### config.mk
export PLATFORM = sky130hd
export DESIGN_NAME = mem_arbiter_flat
export DESIGN_NICKNAME = d
export VERILOG_FILES = /design/src/rtl/mem_arbiter_if.sv /design/src/rtl/mem_arbiter.sv /design/src/flat_wrapper.sv
export SDC_FILE = /design/constraint.sdc
export NUM_CORES = 1
export LEC_CHECK = 0
export CAP_MARGIN = 20
export CORE_AREA = 2 2 103 105
export DETAILED_ROUTE_END_ITERATION = 6
export DIE_AREA = 0 0 105 107
export PLACE_DENSITY = 0.6
export SKIP_CTS_REPAIR_TIMING = 1
export SYNTH_ARGS = -nofsm -noshare
export SYNTH_HDL_FRONTEND = slang
export SYNTH_SLANG_ARGS = --single-unit
### constraint.sdc
create_clock -name CLK -period 2.95 [get_ports CLK]
set_input_delay 0.59 -clock CLK [delete_from_list [all_inputs] [get_ports CLK]]
set_output_delay 0.59 -clock CLK [all_outputs]
set_load 0.05 [all_outputs]
### src/rtl/mem_arbiter_if.sv
// mem_arbiter_if: bundles the icache, dcache and RAM-side signals of the
// memory arbiter.
//   master : the arbiter's view. It drives iwait/iload, dwait/dload and the
//            RAM strobes, address and store data, and it receives the
//            requests, ramload and ramstate.
//   slave  : the environment's view (caches plus RAM), with every direction
//            reversed.
interface mem_arbiter_if;
    localparam int unsigned WORD_W = 32;

    // icache side
    logic              iREN;
    logic [WORD_W-1:0] iaddr;
    logic              iwait;
    logic [WORD_W-1:0] iload;

    // dcache side
    logic              dREN;
    logic              dWEN;
    logic [WORD_W-1:0] daddr;
    logic [WORD_W-1:0] dstore;
    logic              dwait;
    logic [WORD_W-1:0] dload;

    // RAM side
    logic              ramREN;
    logic              ramWEN;
    logic [WORD_W-1:0] ramaddr;
    logic [WORD_W-1:0] ramstore;
    logic [WORD_W-1:0] ramload;
    logic [1:0]        ramstate;

    modport master (
        input  iREN, iaddr, dREN, dWEN, daddr, dstore, ramload, ramstate,
        output iwait, iload, dwait, dload, ramREN, ramWEN, ramaddr, ramstore
    );

    modport slave (
        output iREN, iaddr, dREN, dWEN, daddr, dstore, ramload, ramstate,
        input  iwait, iload, dwait, dload, ramREN, ramWEN, ramaddr, ramstore
    );
endinterface

### src/rtl/mem_arbiter.sv
// mem_arbiter: shares a single RAM port between an icache and a dcache.
// The arbiter grants one side at a time. It holds that grant until the RAM
// reports ACCESS, or until the granted side drops its request.
//   CLK  : system clock, rising edge.
//   nRST : asynchronous, active-low reset.
//   bus  : mem_arbiter_if.master. It carries the icache request/stall/data,
//          the dcache request/stall/data, the RAM strobes, address and store
//          data, ramload, and ramstate (0 FREE, 1 BUSY, 2 ACCESS, 3 ERROR).
// Configuration:
//   ARB_ROUND_ROBIN_EN : when defined, a tie goes to the side that was not
//                        granted last. When undefined, the dcache always
//                        wins a tie.
module mem_arbiter (
    input  logic          CLK,
    input  logic          nRST,
    mem_arbiter_if.master bus
);
    localparam logic [1:0] RAM_ACCESS = 2'd2;

    typedef enum logic [1:0] {
        IDLE  = 2'd0,
        DSERV = 2'd1,
        ISERV = 2'd2
    } state_t;

    state_t state;
    state_t arb_state;
    logic   armed;
    logic   d_req;
    logic   i_req;
    logic   access;
    logic   rearb;

    assign d_req  = bus.dREN | bus.dWEN;
    assign i_req  = bus.iREN;
    assign access = (bus.ramstate == RAM_ACCESS);

`ifdef ARB_ROUND_ROBIN_EN
    // Set when the dcache holds the most recent grant. Reset means the icache
    // was served last, so the first tie goes to the dcache.
    logic last_d;

    always_comb begin
        arb_state = IDLE;
        if (d_req && i_req) begin
            arb_state = last_d ? ISERV : DSERV;
        end else if (d_req) begin
            arb_state = DSERV;
        end else if (i_req) begin
            arb_state = ISERV;
        end
    end

    always_ff @(posedge CLK or negedge nRST) begin
        if (!nRST) begin
            last_d <= 1'b0;
        end else if (rearb && (arb_state != IDLE)) begin
            last_d <= (arb_state == DSERV);
        end
    end
`else
    // Fixed priority: the dcache wins whenever it requests.
    always_comb begin
        arb_state = IDLE;
        if (d_req) begin
            arb_state = DSERV;
        end else if (i_req) begin
            arb_state = ISERV;
        end
    end
`endif

    // The grant may move only when the current transfer completes, when the
    // granted side gives up its request, or from IDLE once the arbiter is armed.
    always_comb begin
        rearb = 1'b0;
        unique case (state)
            IDLE:    rearb = armed;
            DSERV:   rearb = !d_req || access;
            ISERV:   rearb = !i_req || access;
            default: rearb = 1'b1;
        endcase
    end

    // State register. 'armed' blocks arbitration on the first edge after
    // reset, so the earliest grant lands on the second edge.
    always_ff @(posedge CLK or negedge nRST) begin
        if (!nRST) begin
            state <= IDLE;
            armed <= 1'b0;
        end else begin
            armed <= 1'b1;
            if (rearb) begin
                state <= arb_state;
            end
        end
    end

    // Outputs decode the state combinationally, so an asynchronous reset
    // forces the idle values at once. A stall drops only in an ACCESS cycle
    // of a request that is still live.
    always_comb begin
        bus.iwait    = 1'b1;
        bus.dwait    = 1'b1;
        bus.iload    = '0;
        bus.dload    = '0;
        bus.ramREN   = 1'b0;
        bus.ramWEN   = 1'b0;
        bus.ramaddr  = '0;
        bus.ramstore = '0;
        unique case (state)
            DSERV: begin
                bus.ramaddr  = bus.daddr;
                bus.ramstore = bus.dstore;
                bus.ramWEN   = bus.dWEN;
                bus.ramREN   = bus.dREN & ~bus.dWEN;
                bus.dwait    = ~(access & d_req);
                bus.dload    = bus.ramload;
            end
            ISERV: begin
                bus.ramaddr  = bus.iaddr;
                bus.ramREN   = bus.iREN;
                bus.iwait    = ~(access & i_req);
                bus.iload    = bus.ramload;
            end
            default: begin
            end
        endcase
    end
endmodule

### src/flat_wrapper.sv
// flat-port wrapper written by rule: the top's interface ports become plain ports
module mem_arbiter_flat 
  (CLK, nRST, bus_iREN, bus_iaddr, bus_dREN, bus_dWEN, bus_daddr, bus_dstore, bus_ramload, bus_ramstate, bus_iwait, bus_iload, bus_dwait, bus_dload, bus_ramREN, bus_ramWEN, bus_ramaddr, bus_ramstore);
  mem_arbiter_if bus_i ();
  input  logic CLK;
  input  logic nRST;
  input wire logic [$bits(bus_i.iREN)-1:0] bus_iREN;
  input wire logic [$bits(bus_i.iaddr)-1:0] bus_iaddr;
  input wire logic [$bits(bus_i.dREN)-1:0] bus_dREN;
  input wire logic [$bits(bus_i.dWEN)-1:0] bus_dWEN;
  input wire logic [$bits(bus_i.daddr)-1:0] bus_daddr;
  input wire logic [$bits(bus_i.dstore)-1:0] bus_dstore;
  input wire logic [$bits(bus_i.ramload)-1:0] bus_ramload;
  input wire logic [$bits(bus_i.ramstate)-1:0] bus_ramstate;
  output wire logic [$bits(bus_i.iwait)-1:0] bus_iwait;
  output wire logic [$bits(bus_i.iload)-1:0] bus_iload;
  output wire logic [$bits(bus_i.dwait)-1:0] bus_dwait;
  output wire logic [$bits(bus_i.dload)-1:0] bus_dload;
  output wire logic [$bits(bus_i.ramREN)-1:0] bus_ramREN;
  output wire logic [$bits(bus_i.ramWEN)-1:0] bus_ramWEN;
  output wire logic [$bits(bus_i.ramaddr)-1:0] bus_ramaddr;
  output wire logic [$bits(bus_i.ramstore)-1:0] bus_ramstore;
  assign bus_i.iREN = bus_iREN;
  assign bus_i.iaddr = bus_iaddr;
  assign bus_i.dREN = bus_dREN;
  assign bus_i.dWEN = bus_dWEN;
  assign bus_i.daddr = bus_daddr;
  assign bus_i.dstore = bus_dstore;
  assign bus_i.ramload = bus_ramload;
  assign bus_i.ramstate = bus_ramstate;
  assign bus_iwait = bus_i.iwait;
  assign bus_iload = bus_i.iload;
  assign bus_dwait = bus_i.dwait;
  assign bus_dload = bus_i.dload;
  assign bus_ramREN = bus_i.ramREN;
  assign bus_ramWEN = bus_i.ramWEN;
  assign bus_ramaddr = bus_i.ramaddr;
  assign bus_ramstore = bus_i.ramstore;
  mem_arbiter u_core (.CLK(CLK), .nRST(nRST), .bus(bus_i));
endmodule
# Word level (Yosys, flattened, before mapping)

Index checks and enable logic that the tools add are counted.
W data, S select, Z words.

Eq/ne operators: 3
Muxes and demuxes: 11
Bitwise operators: 7
Reduce and logical (&&, ||, !) cells: 5

Operators with widths:

| kind                 | number |
|---|---|
| $mux W32             | 3 |
| $pmux W32 S2         | 1 |
| $eq A2 B2 Y1 const B | 2 |
| $mux W2              | 2 |
| $and A1 B1 Y1        | 3 |
| $mux W1              | 3 |
| $not A1 Y1           | 3 |
| $pmux W1 S3          | 1 |
| $eq A2 B1 Y1 const B | 1 |
| $logic_not A1 Y1     | 2 |
| $logic_not A2 Y1     | 1 |
| $logic_or A1 B1 Y1   | 2 |
| $pmux W1 S2          | 1 |
| $or A1 B1 Y1         | 1 |

Register bits: 3
Bits of input ports: 135
Output and inout bits: 132
Word-level logic and storage cells: 28

# Logic depth before layout (Yosys ltp)

Gate-level depths: netlist of the first run.

Depth in word-level cells: 4
Depth in mapped cells: 7
Depth with buffers taken out: 5

# Worst setup path after synthesis of the first run

OpenSTA, ideal clock, no wires.

Path type: register to output
Start: reg u_core.state[0]
End: out bus_ramaddr[0]
Arrival time: 1930 ps
Data required time: 2360 ps
Path slack: 430 ps
Stages on the path, launching flop included: 6
Path buffers: 2
Cells stage by stage: dfrtp_1 -> inv_1 -> ha_1 -> clkbuf_1 -> clkbuf_1 -> nor2b_1

Word-level cells in the longest chain between the ends: 2
Elaborated cells between the ends (all ways): 3
Classes of those cells: eq/ne: 2; mux: 1

RTL lines:

| element                                      | RTL line           | RTL |
|---|---|---|
| start, declared                              | mem_arbiter.sv:26  | `state_t state;` |
| start signal, assigned                       | mem_arbiter.sv:94  | `state <= arb_state;` |
| $eq A2 B2 Y1 or $eq A2 B1 Y1 (tied branches) | mem_arbiter.sv:111 | `unique case (state)` |
| $pmux W32 S2 (*)                             | mem_arbiter.sv:111 |  |
| end, declared                                | flat_wrapper.sv:21 | `output wire logic [$bits(bus_i.ramaddr)-1:0] bus_ramaddr;` |

Mark *: on every way between the ends. The rest lies on a longest branch, timed or not.

# Final worst setup path of the first run

Start: reg u_core.state[0]
End: out bus_ramaddr[6]

The elaborated chain is that of the path after synthesis.

==> flow_summary.yaml, run 1 <==
outcome:
  status: "finished clean"
final_layout:
  seqCellArea_sq_um: 75.1
  nNetsFinal: 612
  area_growth_pct: 244
  diodes: 0
  final_util: 0.491
  drive_above_1_share: 0.306
  fin_cells: 607
  fill_cells: 978
  multiInputGateArea_sq_um: 1270
setup_path:
  cp-end-kind: "output port"
  arrival_ns: 1.86
  rr_worst_depth: 6
  r2r_start: "u_core.state[0]$_DFFE_PN0P_"
  criticalPathCategory: "flip-flop to output port"
  required_ns: 2.36
  slowest_stage: "dfrtp_1"
  r2r_end: "u_core.state[0]$_DFFE_PN0P_"
  ff2ff_setup_slack_ns: 1.01
  cp_top_family: "buffers and inverters"
  critPathLaunchType: "flip-flop"
  path_cells: "inv_1 -> ha_1 -> buf_4 -> a22oi_1 -> nor2b_1 -> buf_12"
  crit_fanout: 33
  path_buf_inv: 3
  slowest_delay_ns: 0.41
synthesis:
  ys_warn_count: 0
  ys_seq_area_frac: 0.0520
  synth.distinct_cells: 27
  syn_area_per_cell_sq_um: 6.65
  ys_ff_latch: 3
  synth-edff-count: 0
  synth_nets: 357
  synth_common_cells: "and2_1, nor2b_1, a22oi_1"
  postSynthCellCount: 217
  synthFlopType: "dfrtp_1"
  synth.area.top_cells: "and2_1, a22oi_1, nor2b_1"
  synth_most_common_cell: "and2_1"
  synth_top_cell_by_area: "and2_1"
  netlist_area_sq_um: 1440
  synth_top_area_frac: 0.425
  async_reset_ff_frac: 1.00
place:
  dp.cells: 603
  gp_congestion: 0.781
  hpwl_um: 7960
  io_buffers: 266
min_path:
  hp-class: "input pin to async pin"
route:
  routed_wl_um: 9250
  first_pass_iters: 4
  drt_first_iter_violations: 111
  antenna_left: 0
  via_count: 2530
  wire_per_inst_um: 15.2
  drc_errors: 0
  via_per_inst: 4.17
timing:
  setup_viol: 0
  skew_ns: 0.0000934
  fin_crit_sh: 0.829
  hold_slack_ns: 0.561
  grt_setup_unrepaired: "false"
  drv_slew: 0
  fin_setup_tns_ns: 0
  period_minus_slack_ns: 2.45
  finalHoldViolCount: 0
  fmax_ghz: 0.409
floorplan:
  fp-row-count: 37
  dieWidth_um: 105
  die_area_sq_um: 11200
  core_sq_um: 10100
  io_pins: 267
  start_util: 0.143
  dieHeight_um: 107
clock_network:
  tritoncts: "done"
  clock-root-buffer: "clkbuf_8"
  clkSinkCount: 3
  clk_pin_slew_ns: 0.03
  clk_path_buf_depth: 2
  h-tree-depth: 1
  clk_latency_ns: 0.21
  numCtsBuffers: 3
global_route:
  grt_overflow: 0
  grt_pass1_vias: 2532
  grt_pass1_wl_um: 13900
  grt_max_degree: 41
  grtUsageTotal: 0.153
  antenna_found_initial: 0
power:
  powerDensity_nw_per_um2: 1260
  peakVddDrop_mv: 0.715
  finalPower_mw: 6.23
  p_leak_nw: 2.07
job:
  drv_cap: 0
-- layer usage --
| metal | global-route usage | part of all wire | vias up |
|---|---|---|---|
| met5 | 0 | 0 | - |
| met4 | 0.0381 | 0.026 | 0 |
| met1 | 0.163 | 0.36 | 1151 |
| met3 | 0.0365 | 0.074 | 16 |
| met2 | 0.301 | 0.54 | 140 |
| li1 | - | - | 1223 |
-- where the power goes --
part	total (mW)	internal [mW]	switching (mW)
Clock	0.116	0.0919	0.0239
Combinational	6.04	2.47	3.57
Sequential	0.0752	0.0560	0.0193
Total	6.23	2.62	3.61
-- sequential cells by signal, indices dropped and copies added (netlist names) --
name          count
u_core.state      2
u_core.armed      1
-- logic make-up after synthesis --
group,synth area share
other,0.00260
AND/OR/NAND/NOR,0.621
flip-flops,0.0520
multiplexers,0.0147
buffers and inverters,0.0694
adder cells (fa/ha/maj),0.0434
AO/OA/AOI/OAI,0.197
-- through the flow --
| stage | area [sq um] | setup WS, ns |
|---|---|---|
| after floorplan | 1440 | 0.430 |
| after CTS | 4960 | 0.477 |
| after detailed placement | 4910 | 0.695 |
| after global routing | 4960 | 0.361 |
| after global placement | 4910 | 0.691 |
| final | 4960 | 0.504 |
-- worst register-to-register path, delay by kind of cell, from the launching register on --
kind | cells | cell delay, ns
adder cells (fa/ha/maj) | 1 | 0.16
AO/OA/AOI/OAI | 1 | 0.27
buffers and inverters | 2 | 0.46
AND/OR/NAND/NOR | 2 | 0.53
flip-flops | 1 | 0.41
-- cell type report --
class | count | share of cell area
Sequential cell | 3 | 0.0151
Clock buffer | 4 | 0.00908
Multi-Input combinational cell | 190 | 0.256
Inverter | 2 | 0.00151
Tap cell | 136 | 0.0343
Timing Repair Buffer | 272 | 0.684
-- worst max path at each step --
stage	start	endpoint	slack [ns]	cells past startpoint
finish	u_core.state[0]$_DFFE_PN0P_	bus_ramaddr[6]	0.50	6
global route	u_core.state[0]$_DFFE_PN0P_	bus_ramaddr[14]	0.36	6
CTS	u_core.state[0]$_DFFE_PN0P_	bus_ramaddr[25]	0.48	6
detailed placement	bus_dREN	bus_ramREN	0.70	5
global placement	bus_dREN	bus_ramREN	0.69	5
floorplan	u_core.state[0]$_DFFE_PN0P_	bus_ramaddr[0]	0.43	5
-- cells in the final DEF (no fill, tap or decap), types with 2 or more instances in the layout --
cell,count
clkdlybuf4s50_1,134
nand2_1,3
dfrtp_1,3
nor2_1,2
a22oi_1,32
clkbuf_8,3
and2_1,98
buf_12,81
nor2b_1,34
buf_4,57
inv_1,2
ha_1,4
Power figures use the tool's default switching activity.
==> run 2: changes to the inputs <==
--- a/config.mk
+++ b/config.mk
@@ -6,10 +6,10 @@
 export NUM_CORES = 1
 export LEC_CHECK = 0
 export CAP_MARGIN = 20
-export CORE_AREA = 2 2 103 105
+export CORE_AREA = 2 2 102 104
 export DETAILED_ROUTE_END_ITERATION = 6
-export DIE_AREA = 0 0 105 107
-export PLACE_DENSITY = 0.6
+export DIE_AREA = 0 0 104 106
+export PLACE_DENSITY = 0.61
 export SKIP_CTS_REPAIR_TIMING = 1
 export SYNTH_ARGS = -nofsm -noshare
 export SYNTH_HDL_FRONTEND = slang
==> constraint.sdc (replaced) <==
create_clock -name CLK -period 2.5 [get_ports CLK]
set_input_delay 0.5 -clock CLK [delete_from_list [all_inputs] [get_ports CLK]]
set_output_delay 0.5 -clock CLK [all_outputs]
set_load 0.05 [all_outputs]
==> run 2 against run 1 <==
Net effect:
- hold slack lost 0.090 ns
- via count down 2.7%
- sequential power increased by 19%
- sequential share of layout area shrank 0.18 points
==> flow_summary.yaml, run 2 (synthesis gave the netlist of run 1 again) <==
setup_path:
  critPathLaunchType: "flip-flop"
  required_ns: 2.00
  crit_fanout: 68
  criticalPathCategory: "flip-flop to output port"
  arrival_ns: 1.79
  cp-end-kind: "output port"
final_layout:
  reg.largest.list: "u_core.state: 2 flops, u_core.armed: 1 flops"
  mostFrequentLayoutCells: "clkdlybuf4s50_1, buf_12, and2_1"
  drive_above_1_share: 0.304
  area_growth_pct: 289
  nNetsFinal: 611
  largest_register_ffs: 2
  final_util: 0.562
  regMostFlops: "u_core.state"
global_route:
  grtUsageTotal: 0.161
  grt_overflow: 0
  antenna_found_initial: 0
  grt_max_degree: 69
  grt_pass1_vias: 2558
  grt_pass1_wl_um: 14300
floorplan:
  fp-row-count: 37
  start_util: 0.144
  dieHeight_um: 106
  core_sq_um: 10000
  die_area_sq_um: 11000
  dieWidth_um: 104
  io_pins: 267
place:
  gp_congestion: 0.753
  hpwl_um: 8110
  io_buffers: 266
  preCtsSetupSlack_ns: 0.395
timing:
  skew_ns: 0.00188
  drv_slew: 0
  grt_setup_unrepaired: "false"
  finalHoldViolCount: 0
  setup_viol: 0
  period_minus_slack_ns: 2.29
  fmax_ghz: 0.437
  worst_slack_ns: 0.211
  fin_crit_sh: 0.916
  fin_setup_tns_ns: 0
clock_network:
  clk_pin_slew_ns: 0.03
  numCtsBuffers: 3
  clkSinkCount: 3
  clock-root-buffer: "clkbuf_8"
  clk_path_buf_depth: 2
  clk_latency_ns: 0.21
  tritoncts: "done"
  h-tree-depth: 1
route:
  first_pass_iters: 4
  via_per_inst: 4.05
  drc_errors: 0
  routed_wl_um: 9390
  drt_first_iter_violations: 91
  via_count: 2461
  antenna_left: 0
  wire_per_inst_um: 15.5
power:
  p_leak_nw: 2.26
  peakVddDrop_mv: 0.676
  powerDensity_nw_per_um2: 1490
outcome:
  status: "finished clean"
min_path:
  hp-class: "input pin to async pin"
job:
  drv_cap: 0
run 2: cell types whose count changed in the layout (fill, tap and decap cells not counted), sizes merged:
cell / delta
buf: -1
diode: +1
run 2: cell type report:
cell class                      instances  area (sq um)
Multi-Input combinational cell        190          1270
Antenna cell                            1          2.50
Sequential cell                         3          75.1
Fill cell                             869          4380
Inverter                                2          7.51
Clock buffer                            4          45.0
Tap cell                              136           170
Timing Repair Buffer                  271          4050
run 2: worst paths after layout:
path	depth (start not counted)	slack [ns]	start	to
setup / recovery	6	0.21	u_core.state[1]$_DFFE_PN0P_	bus_ramaddr[11]
hold / removal	1	0.47	nRST	u_core.state[0]$_DFFE_PN0P_
setup reg to reg	6	0.73	u_core.state[0]$_DFFE_PN0P_	u_core.state[0]$_DFFE_PN0P_
hold reg to reg	2	0.65	u_core.state[1]$_DFFE_PN0P_	u_core.state[1]$_DFFE_PN0P_
max in group asynchronous	1	1.88	nRST	u_core.state[1]$_DFFE_PN0P_
min in group CLK	2	0.65	u_core.state[1]$_DFFE_PN0P_	u_core.state[1]$_DFFE_PN0P_
run 2: critical path: stages, from the launching register on:
cell     delay, ns
dfrtp_1       0.43
inv_1         0.10
ha_2          0.25
buf_12        0.24
a22oi_1       0.11
nor2b_1       0.23
buf_12        0.17
run 2: stage by stage:
| stage | power [mW] | cells | hold slack (ns) | instance area (sq um) |
|---|---|---|---|---|
| floorplan | 4.10 | 217 | 0.204 | 1440 |
| global placement | 8.28 | 602 | 0.616 | 5570 |
| detailed placement | 8.33 | 602 | 0.649 | 5570 |
| CTS | 8.48 | 606 | 0.470 | 5610 |
| global route | 8.69 | 606 | 0.480 | 5610 |
| finish | 8.38 | 607 | 0.471 | 5620 |
run 2: power breakdown:
group	internal [mW]	switching [mW]
sequential	0.0660	0.0235
clock	0.109	0.0314
combinational	3.77	4.38
run 2: layer usage:
layer	vias up	wire length, um	GRT usage
met2	130	5280	0.326
met5	-	0	0
li1	1222	-	-
met4	0	21	0.0222
met1	1107	3340	0.167
met3	2	748	0.0460
